--- config.mk ---
export PLATFORM = sky130hd
export DESIGN_NAME = store_unit
export DESIGN_NICKNAME = d
export VERILOG_FILES = /design/src/rtl/store_unit_pkg.sv /design/src/rtl/store_lane_align.sv /design/src/rtl/store_unit.sv
export SDC_FILE = /design/constraint.sdc
export NUM_CORES = 1
export LEC_CHECK = 0
export ABC_CLOCK_PERIOD_IN_PS = 3100
export CORE_AREA = 4 4 106 108
export DETAILED_ROUTE_END_ITERATION = 10
export DIE_AREA = 0 0 110 112
export MAX_ROUTING_LAYER = met4
export PLACE_DENSITY = 0.92
export SETUP_SLACK_MARGIN = 0.02
export SYNTH_ARGS = -nofsm -noshare
export SYNTH_HDL_FRONTEND = slang
export SYNTH_SLANG_ARGS = --single-unit
--- constraint.sdc ---
create_clock -name clk -period 3.1 [get_ports clk]
set_input_delay 0.465 -clock clk [delete_from_list [all_inputs] [get_ports clk]]
set_output_delay 0.465 -clock clk [all_outputs]
set_load 0.02 [all_outputs]
--- src/rtl/store_unit_pkg.sv ---
// rtl/store_unit_pkg.sv - shared types and helpers for the store path
package store_unit_pkg;

    typedef enum logic [1:0] {
        BYTE   = 2'b00,
        HALF   = 2'b01,
        WORD   = 2'b10,
        DOUBLE = 2'b11
    } store_size_t;

    typedef enum logic [1:0] {
        IDLE  = 2'b00,
        BEAT0 = 2'b01,
        BEAT1 = 2'b10
    } store_state_t;

    function automatic int size_bytes(store_size_t size);
        return 1 << int'(size);
    endfunction

endpackage

--- src/rtl/store_lane_align.sv ---
// rtl/store_lane_align.sv - places store data and byte mask into a two-word lane window
module store_lane_align
    import store_unit_pkg::*;
#(
    parameter int XLEN = 32,
    localparam int NB  = XLEN / 8,
    localparam int OW  = $clog2(NB)
) (
    input  logic [1:0]        size,
    input  logic [OW-1:0]     offset,
    input  logic [XLEN-1:0]   data,
    output logic [2*NB-1:0]   wide_mask,
    output logic [2*XLEN-1:0] wide_data,
    output logic              crossing
);

    logic [NB-1:0]   base_mask;
    logic [XLEN-1:0] base_data;
    int              nbytes;

    always_comb begin
        nbytes    = size_bytes(store_size_t'(size));
        base_mask = '0;
        base_data = '0;
        for (int i = 0; i < NB; i++) begin
            base_mask[i] = (i < nbytes);
            if (base_mask[i]) begin
                base_data[8*i +: 8] = data[8*i +: 8];
            end
        end
        wide_mask = {{NB{1'b0}}, base_mask} << offset;
        wide_data = {{XLEN{1'b0}}, base_data} << {offset, 3'b000};
        crossing  = (int'(offset) + nbytes) > NB;
    end

endmodule

--- src/rtl/store_unit.sv ---
// rtl/store_unit.sv - registered store path with optional split of boundary-crossing stores
module store_unit
    import store_unit_pkg::*;
#(
    parameter int XLEN             = 32,
    parameter int AW               = 32,
    parameter int SPLIT_MISALIGNED = 1
) (
    input  logic              clk,
    input  logic              rst_n,
    input  logic              req_valid,
    output logic              req_ready,
    input  logic [1:0]        req_type,
    input  logic [AW-1:0]     req_addr,
    input  logic [XLEN-1:0]   req_data,
    output logic              mem_write,
    output logic [AW-1:0]     mem_addr,
    output logic [XLEN-1:0]   mem_wdata,
    output logic [XLEN/8-1:0] mem_byte_en,
    input  logic              mem_resp,
    output logic              done,
    output logic              fault
);

    localparam int NB = XLEN / 8;
    localparam int OW = $clog2(NB);

    store_state_t        state, state_next;
    logic [2*NB-1:0]     wide_mask;
    logic [2*XLEN-1:0]   wide_data;
    logic                crossing;
    logic                req_fault;
    logic [NB-1:0]       hi_mask_q;
    logic [XLEN-1:0]     hi_data_q;
    logic                cross_q;
    logic                done_next, fault_next, load_b0, load_b1, clear;

    store_lane_align #(.XLEN(XLEN)) u_align (
        .size      (req_type),
        .offset    (req_addr[OW-1:0]),
        .data      (req_data),
        .wide_mask (wide_mask),
        .wide_data (wide_data),
        .crossing  (crossing)
    );

    assign req_fault = ((store_size_t'(req_type) == DOUBLE) && (XLEN == 32))
                     || (crossing && (SPLIT_MISALIGNED == 0));
    assign req_ready = (state == IDLE);
    assign mem_write = (state != IDLE);

    always_ff @(posedge clk or negedge rst_n) begin
        if (!rst_n) begin
            state <= IDLE;
        end else begin
            state <= state_next;
        end
    end

    always_comb begin
        state_next = state;
        done_next  = 1'b0;
        fault_next = 1'b0;
        load_b0    = 1'b0;
        load_b1    = 1'b0;
        clear      = 1'b0;
        case (state)
            IDLE: begin
                if (req_valid) begin
                    if (req_fault) begin
                        fault_next = 1'b1;
                    end else begin
                        state_next = BEAT0;
                        load_b0    = 1'b1;
                    end
                end
            end
            BEAT0: begin
                if (mem_resp) begin
                    if (cross_q) begin
                        state_next = BEAT1;
                        load_b1    = 1'b1;
                    end else begin
                        state_next = IDLE;
                        done_next  = 1'b1;
                        clear      = 1'b1;
                    end
                end
            end
            BEAT1: begin
                if (mem_resp) begin
                    state_next = IDLE;
                    done_next  = 1'b1;
                    clear      = 1'b1;
                end
            end
            default: state_next = IDLE;
        endcase
    end

    // The upper half of the lane window is kept for the second beat of a split store.
    always_ff @(posedge clk or negedge rst_n) begin
        if (!rst_n) begin
            done        <= 1'b0;
            fault       <= 1'b0;
            mem_addr    <= '0;
            mem_wdata   <= '0;
            mem_byte_en <= '0;
            hi_mask_q   <= '0;
            hi_data_q   <= '0;
            cross_q     <= 1'b0;
        end else begin
            done  <= done_next;
            fault <= fault_next;
            if (load_b0) begin
                mem_addr    <= {req_addr[AW-1:OW], {OW{1'b0}}};
                mem_byte_en <= wide_mask[NB-1:0];
                mem_wdata   <= wide_data[XLEN-1:0];
                hi_mask_q   <= wide_mask[2*NB-1:NB];
                hi_data_q   <= wide_data[2*XLEN-1:XLEN];
                cross_q     <= crossing;
            end else if (load_b1) begin
                mem_addr    <= mem_addr + AW'(NB);
                mem_byte_en <= hi_mask_q;
                mem_wdata   <= hi_data_q;
            end else if (clear) begin
                mem_addr    <= '0;
                mem_byte_en <= '0;
                mem_wdata   <= '0;
            end
        end
    end

endmodule
==> metrics.yaml, run 1 <==
critical_path:
  cp_top_family: "simple AND/OR/NAND/NOR gates"
  worstSetupEndpointType: "register"
  worstSetupStartpointType: "input pin"
  critical_path_cell_count: 6
  crit_fanout: 27
  cp_data_arrival_time_ns: 2.60
  path_cells: "clkdlybuf4s50_1 -> buf_4 -> nand2_1 -> a21o_1 -> or4_1 -> nand3_1"
  rr_worst_depth: 6
  slowest_stage: "or4_1"
  max_stage_delay_ns: 0.60
  critPathBufInv: 2
  crit_type: "input pin to register"
  cp.required_ns: 3.42
detailed_routing:
  ant_nets: 0
  dr.first_iter.drc_count: 550
  dr.pass1.iters: 5
  viasPerCell: 6.40
  routedWlPerCell_um: 20.5
  vias: 5421
  drcViolationCount: 0
  finalWirelength_um: 17400
clock_tree:
  cts_buffers: 9
  clk_pin_slew_ns: 0.10
  cts_setup_buffers: 0
  cts_root_buf: "clkbuf_8"
  clockBufferDepth: 2
  cts_sinks: 98
  clk_latency_ns: 0.38
  hold_buffers: 0
  cts_max_level: 3
  cts_tree: "built"
  post_cts_resized: 0
timing:
  period_share: 0.734
  drv_slew: 0
  min_period_ns: 2.27
  slew_headroom: 0.256
  fin_worst_skew_ns: 0.0136
  setup_violations: 0
  rsz0062_at_grt: "no"
  holdWs_ns: 0.302
  hold_viol_final: 0
  setup_ws_ns: 0.826
  worst_pin_slew_ns: 1.12
  fin_setup_tns_ns: 0
  max_freq_mhz: 440
floorplanning:
  core_area_sq_mm: 0.0102
  die_area_sq_mm: 0.0123
  die_w_um: 110
  io_pins: 142
  num_rows: 37
  initial_core_util: 0.522
  die-height_um: 112
logic_synthesis:
  synth_cell_types: 53
  synth_enable_flop_cells: 0
  ys.flop_type: "dfrtp_1"
  synth_area_sq_mm: 0.00534
  synth_seq_cells: 98
  synth_seq_area_share: 0.459
  synthArstFlopShare: 1.00
  syn_avg_cell_area_sq_um: 9.24
  ys_warn_count: 0
  synth_cells: 578
pwr:
  p_int_w: 0.00360
  p_per_area_mw_per_mm2: 892
  power_w: 0.00634
  ir_drop_mv: 0.639
  switchingPower_w: 0.00274
  p_seq_frac: 0.371
  p_comb_frac: 0.492
  p_clk_frac: 0.136
  switching_share: 0.433
  leakage_nw: 2.94
flow_run:
  cap_violations: 0
layout:
  drive_gt1_frac: 0.0970
  nets: 783
  n_antenna_cell: 0
  syn2layout_area_growth_pct: 33.1
  n_fill_cell: 790
status:
  outcome: "finished, final reports clean"
global_route:
  grt_pass1_wl_um: 27700
  grt_max_degree: 90
  gr-usage-all-layers: 0.293
  grt_pass1_vias: 5371
  gr-total-overflow: 0
  grt_antenna_before_repair: 0
placed_design:
  place_congestion: 1.02
  dpl_worst_slack_ns: 0.474
  hpwlAfterDp_um: 12400
  port_buffers: 139
hold_path:
  hp-class: "input pin to asynchronous set/reset pin"
cell usage after synthesis (4+ instances only):
cell,n,area [sq um]
o211ai_1,6,45.0
a22o_1,9,78.8
nor3b_1,11,82.6
buf_2,7,35.0
ha_1,6,75.1
a221o_1,22,220
and2_1,5,31.3
buf_1,5,18.8
inv_1,10,37.5
a21oi_1,37,185
clkbuf_1,27,101
nand3_1,28,140
a32oi_1,4,35.0
o21ai_0,42,210
a31oi_1,9,56.3
dfrtp_1,98,2450
nand2_1,68,255
mux2_2,24,270
a221oi_1,10,87.6
nand4_1,11,68.8
xor2_1,6,52.6
a21o_1,4,30.0
a22oi_1,18,135
nor2_1,61,229
logic make-up (layout without fill, tap and decap cells):
logic type | Yosys count | in the layout | synth area share
adders and majority gates | 7 | 7 | 0.0178
buffers and inverters | 51 | 183 | 0.0389
AOI/OAI and AO/OA | 178 | 178 | 0.227
DFF | 98 | 98 | 0.459
and+or+nand+nor | 211 | 211 | 0.192
xor gates and xnor gates | 6 | 6 | 0.00984
other | 1 | 2 | 0.000702
muxes | 26 | 26 | 0.0543
cells in the final DEF, fill, tap and decap left out, drive strengths merged, types with 3 or more instances in the layout:
cell | Yosys | final
a21o | 4 | 4
a21oi | 37 | 37
a221o | 22 | 22
a221oi | 10 | 10
a22o | 9 | 9
a22oi | 18 | 18
a31oi | 9 | 9
a32oi | 4 | 4
and2 | 5 | 5
and3 | 4 | 4
buf | 14 | 19
clkbuf | 27 | 9
clkdlybuf4s50 | 0 | 138
clkinvlp | 0 | 3
dfrtp | 98 | 98
ha | 6 | 6
inv | 10 | 11
mux2 | 24 | 24
nand2 | 68 | 68
nand2b | 3 | 3
nand3 | 30 | 30
nand4 | 11 | 11
nor2 | 61 | 61
nor3 | 5 | 5
nor3b | 11 | 11
nor4 | 4 | 4
o211ai | 6 | 6
o21ai | 44 | 44
o311ai | 4 | 4
or3 | 3 | 3
xor2 | 6 | 6
flip-flops by register name (all words and copies together), names as in the netlist:
name	count
cross_q	1
done	1
fault	1
hi_data_q	24
hi_mask_q	3
mem_addr	30
mem_byte_en	4
mem_wdata	32
state	2
final timing paths:
| check | startpoint | to | slack (ns) |
|---|---|---|---|
| max reg2reg | state[1]$_DFFE_PN0P_ | mem_addr[11]$_DFFE_PN0P_ | 0.83 |
| min reg2reg | mem_wdata[7]$_DFFE_PN0P_ | mem_wdata[7]$_DFFE_PN0P_ | 0.48 |
| min | rst_n | mem_wdata[6]$_DFFE_PN0P_ | 0.30 |
| min in group clk | mem_wdata[7]$_DFFE_PN0P_ | mem_wdata[7]$_DFFE_PN0P_ | 0.48 |
| max | req_type[1] | mem_addr[21]$_DFFE_PN0P_ | 0.83 |
| max in group asynchronous | rst_n | mem_addr[29]$_DFFE_PN0P_ | 2.08 |
layout make-up:
cell class                      instances  area, sq um  share of cell area
Multi-Input combinational cell        430         2700               0.380
Tap cell                              136          170              0.0239
Sequential cell                        98         2450               0.345
Timing Repair Buffer                  157         1550               0.218
Clock inverter                          7         78.8              0.0111
Clock buffer                            9          124              0.0174
Inverter                               10         37.5             0.00528
through the flow:
step	std cells	area [sq um]	util
after floorplan	579	5350	-
after global placement	831	6910	0.675
after detailed placement	831	6910	0.675
after CTS	847	7110	0.695
after global routing	847	7110	0.695
final	847	7110	0.695
power by group through the flow:
stage	clock, W	combinational, W	sequential [W]
floorplan	0	0.00127	0.00269
global placement	0	0.00303	0.00232
detailed placement	0	0.00312	0.00235
CTS	0.000865	0.00313	0.00233
global route	0.000928	0.00336	0.00243
finish	0.000866	0.00312	0.00235
per-layer routing:
metal	global-route usage	up-vias	wire (um)
li1	-	2399	-
met1	0.378	2614	6910
met2	0.449	341	8250
met3	0.0365	67	1480
met4	0.149	0	747
met5	-	-	0
Power figures use the tool's default switching activity.
==> inputs of run 2 (changes only) <==
--- a/config.mk
+++ b/config.mk
@@ -5,12 +5,12 @@
 export SDC_FILE = /design/constraint.sdc
 export NUM_CORES = 1
 export LEC_CHECK = 0
-export ABC_CLOCK_PERIOD_IN_PS = 3100
-export CORE_AREA = 4 4 106 108
+export ABC_CLOCK_PERIOD_IN_PS = 2000
+export CORE_AREA = 4 4 116 118
 export DETAILED_ROUTE_END_ITERATION = 10
-export DIE_AREA = 0 0 110 112
+export DIE_AREA = 0 0 120 122
 export MAX_ROUTING_LAYER = met4
-export PLACE_DENSITY = 0.92
+export PLACE_DENSITY = 0.82
 export SETUP_SLACK_MARGIN = 0.02
 export SYNTH_ARGS = -nofsm -noshare
 export SYNTH_HDL_FRONTEND = slang
==> constraint.sdc (replaced) <==
create_clock -name clk -period 2 [get_ports clk]
set_input_delay 0.3 -clock clk [delete_from_list [all_inputs] [get_ports clk]]
set_output_delay 0.3 -clock clk [all_outputs]
set_load 0.02 [all_outputs]
==> run 2 against run 1 <==
  * Non-clock buffer count rose by 46
  * Design area rose by 8.2%
  * Total power rose by 68%
  * Sequential share of layout area fell by 2.6 points
  * Wire length rose by 5.5%
  * Via count rose by 3.6%
  * Register-to-register slack got worse by 0.72 ns
  * Combinational power rose by 70%
  * Worst setup slack got worse by 0.72 ns
  * Core utilization fell by 7.8 points
  * Largest cell class unchanged
==> metrics.yaml, run 2 (synthesis gave the netlist of run 1 again) <==
status:
  outcome: "finished, final reports clean"
timing:
  min_period_ns: 1.90
  slew_headroom: 0.584  # +0.328
  worst_pin_slew_ns: 0.622  # -0.494 ns
  setup_violations: 0  # unchanged
  fin_worst_skew_ns: 0.00742  # -0.00617 ns
  period_share: 0.948
  max_freq_mhz: 527
  rsz0062_at_grt: "yes"
  holdWs_ns: 0.458  # +0.156 ns
  hold_viol_final: 0  # unchanged
  drv_slew: 0  # unchanged
pwr:
  power_w: 0.0107  # +68%
  leakage_nw: 3.26  # +11%
  ir_drop_mv: 0.610  # -4.4%
  p_per_area_mw_per_mm2: 1390  # +55%
detailed_routing:
  viasPerCell: 6.04  # -5.7%
  routedWlPerCell_um: 19.7  # -3.9%
  ant_nets: 0  # unchanged
  finalWirelength_um: 18400  # +5.5%
  vias: 5615  # +3.6%
  dr.pass1.iters: 5  # unchanged
  drcViolationCount: 0  # unchanged
  dr.first_iter.drc_count: 653  # +19%
layout:
  final_area_sq_mm: 0.00769  # +8.2%
  layout.cells.non_filler: 930  # +9.8%
  nets: 829  # +5.9%
  reg.largest.list: "mem_wdata x32, mem_addr x30, hi_data_q x24"
  syn2layout_area_growth_pct: 44.0
  largest_reg_flops: 32  # unchanged
  fin_util: 0.617  # -0.0778
  top_register: "mem_wdata"
  layout_commonest_cell: "clkdlybuf4s50_1"
  mostFrequentLayoutCells: "clkdlybuf4s50_1 (134), dfrtp_1 (98), nand2_1 (66)"
  drive_gt1_frac: 0.166  # +0.0694
clock_tree:
  cts_buffers: 9  # unchanged
  cts_max_level: 3  # unchanged
  clk_pin_slew_ns: 0.07  # -0.03 ns
  cts_tree: "built"
  clockBufferDepth: 2  # unchanged
  clk_latency_ns: 0.35  # -0.03 ns
  cts_sinks: 98  # unchanged
  cts_root_buf: "clkbuf_16"
critical_path:
  crit_start: "state[0]$_DFFE_PN0P_"
  worstSetupEndpointType: "register"
  r2r_end: "mem_wdata[14]$_DFFE_PN0P_"
  crit_fanout: 21  # -22%
  cp.required_ns: 2.23  # -1.19 ns
  rr_worst_depth: 7  # +1
  crit_type: "register to register"
  r2r_start: "state[0]$_DFFE_PN0P_"
  r2r_setup_slack_ns: 0.10  # -0.72 ns
  crit_path_end: "mem_wdata[14]$_DFFE_PN0P_"
  worstSetupStartpointType: "register"
  cp_data_arrival_time_ns: 2.13  # -0.47 ns
floorplanning:
  io_pins: 142  # unchanged
  die_w_um: 120  # +9.1%
  initial_core_util: 0.428  # -0.0936
  num_rows: 41  # +11%
  die_area_sq_mm: 0.0146  # +19%
  die-height_um: 122  # +8.9%
  core_area_sq_mm: 0.0125  # +22%
placed_design:
  hpwlAfterDp_um: 13500  # +9.3%
  dpl.cell_count: 912  # +9.7%
  place_area_sq_mm: 0.00734  # +6.2%
  place_congestion: 0.941  # -7.7%
  port_buffers: 139  # unchanged
global_route:
  gr-total-overflow: 0  # unchanged
  grt_antenna_before_repair: 1  # +1
  grt_pass1_vias: 5537  # +3.1%
  gr-usage-all-layers: 0.257  # -0.0351
  grt_pass1_wl_um: 28900  # +4.5%
  grt_max_degree: 39  # -57%
hold_path:
  hp-class: "input pin to register"
flow_run:
  cap_violations: 0  # unchanged
[run 2: changes by cell type in the layout (fill, tap and decap cells not counted), sizes merged, moves of 2 or more]
| cell | delta |
|---|---|
| clkinvlp | -2 |
| dlygate4sd2 | +2 |
| clkdlybuf4s50 | -4 |
| buf | +44 |
| clkbuf | +2 |
| dlymetal6s2s | +2 |
[run 2: timing repair]
action | CTS | global route
hold endpoints to repair | 34 | 0
setup endpoints to repair | 4 | 46
hold buffers | 1 | 0
setup buffers | 0 | 0
gates resized for setup | 3 | 20
cloned | 0 | 0
pin swaps | 0 | 0
[run 2: how the worst min path moves through the flow]
| stage | startpoint | to | slack [ns] | cells past startpoint |
|---|---|---|---|---|
| finish | req_type[1] | cross_q$_DFFE_PN0P_ | 0.46 | 4 |
| global route | req_type[1] | cross_q$_DFFE_PN0P_ | 0.49 | 4 |
| CTS | mem_wdata[7]$_DFFE_PN0P_ | mem_wdata[7]$_DFFE_PN0P_ | 0.47 | 2 |
| detailed placement | rst_n | mem_addr[19]$_DFFE_PN0P_ | 0.30 | 1 |
| global placement | rst_n | mem_addr[18]$_DFFE_PN0P_ | 0.30 | 1 |
| floorplan | rst_n | cross_q$_DFFE_PN0P_ | 0.004 | 0 |
[run 2: stage by stage]
step	setup slack, ns	setup TNS (ns)
after floorplan	0.0239	0
after CTS	0.0416	0
final	0.104	0
after detailed placement	-0.313	-7.76
after global placement	-0.225	-5.17
after global routing	0.00229	0
[run 2: routing by layer]
layer	vias up	wire (um)	GRT usage
met5	-	0	-
met4	0	716	0.116
met3	67	1530	0.0548
met2	343	8700	0.410
met1	2707	7410	0.317
li1	2498	-	-
[run 2: cell type report]
cell class	instances	area, sq um
Antenna cell	1	2.50
Timing Repair Buffer	203	1940
Clock inverter	6	65.1
Multi-Input combinational cell	430	2740
Clock buffer	10	239
Sequential cell	98	2450
Tap cell	172	215
Inverter	10	37.5
Fill cell	1017	4770
[run 2: power breakdown]
group          internal, W  switching [W]  total [W]  leakage (nW)
logic              0.00247        0.00283    0.00530          1.84
clock network      0.00101       0.000790    0.00180         0.149
registers          0.00280       0.000772    0.00357          1.27
total              0.00627        0.00440     0.0107          3.26
[run 2: worst max-delay path, stage by stage, from the launching register on]
cell and delay (ns):
dfrtp_1 0.41, inv_2 0.06, ha_2 0.30, nand2_1 0.06, o21a_1 0.21, and2_1 0.20, buf_12 0.17, a221o_1 0.35
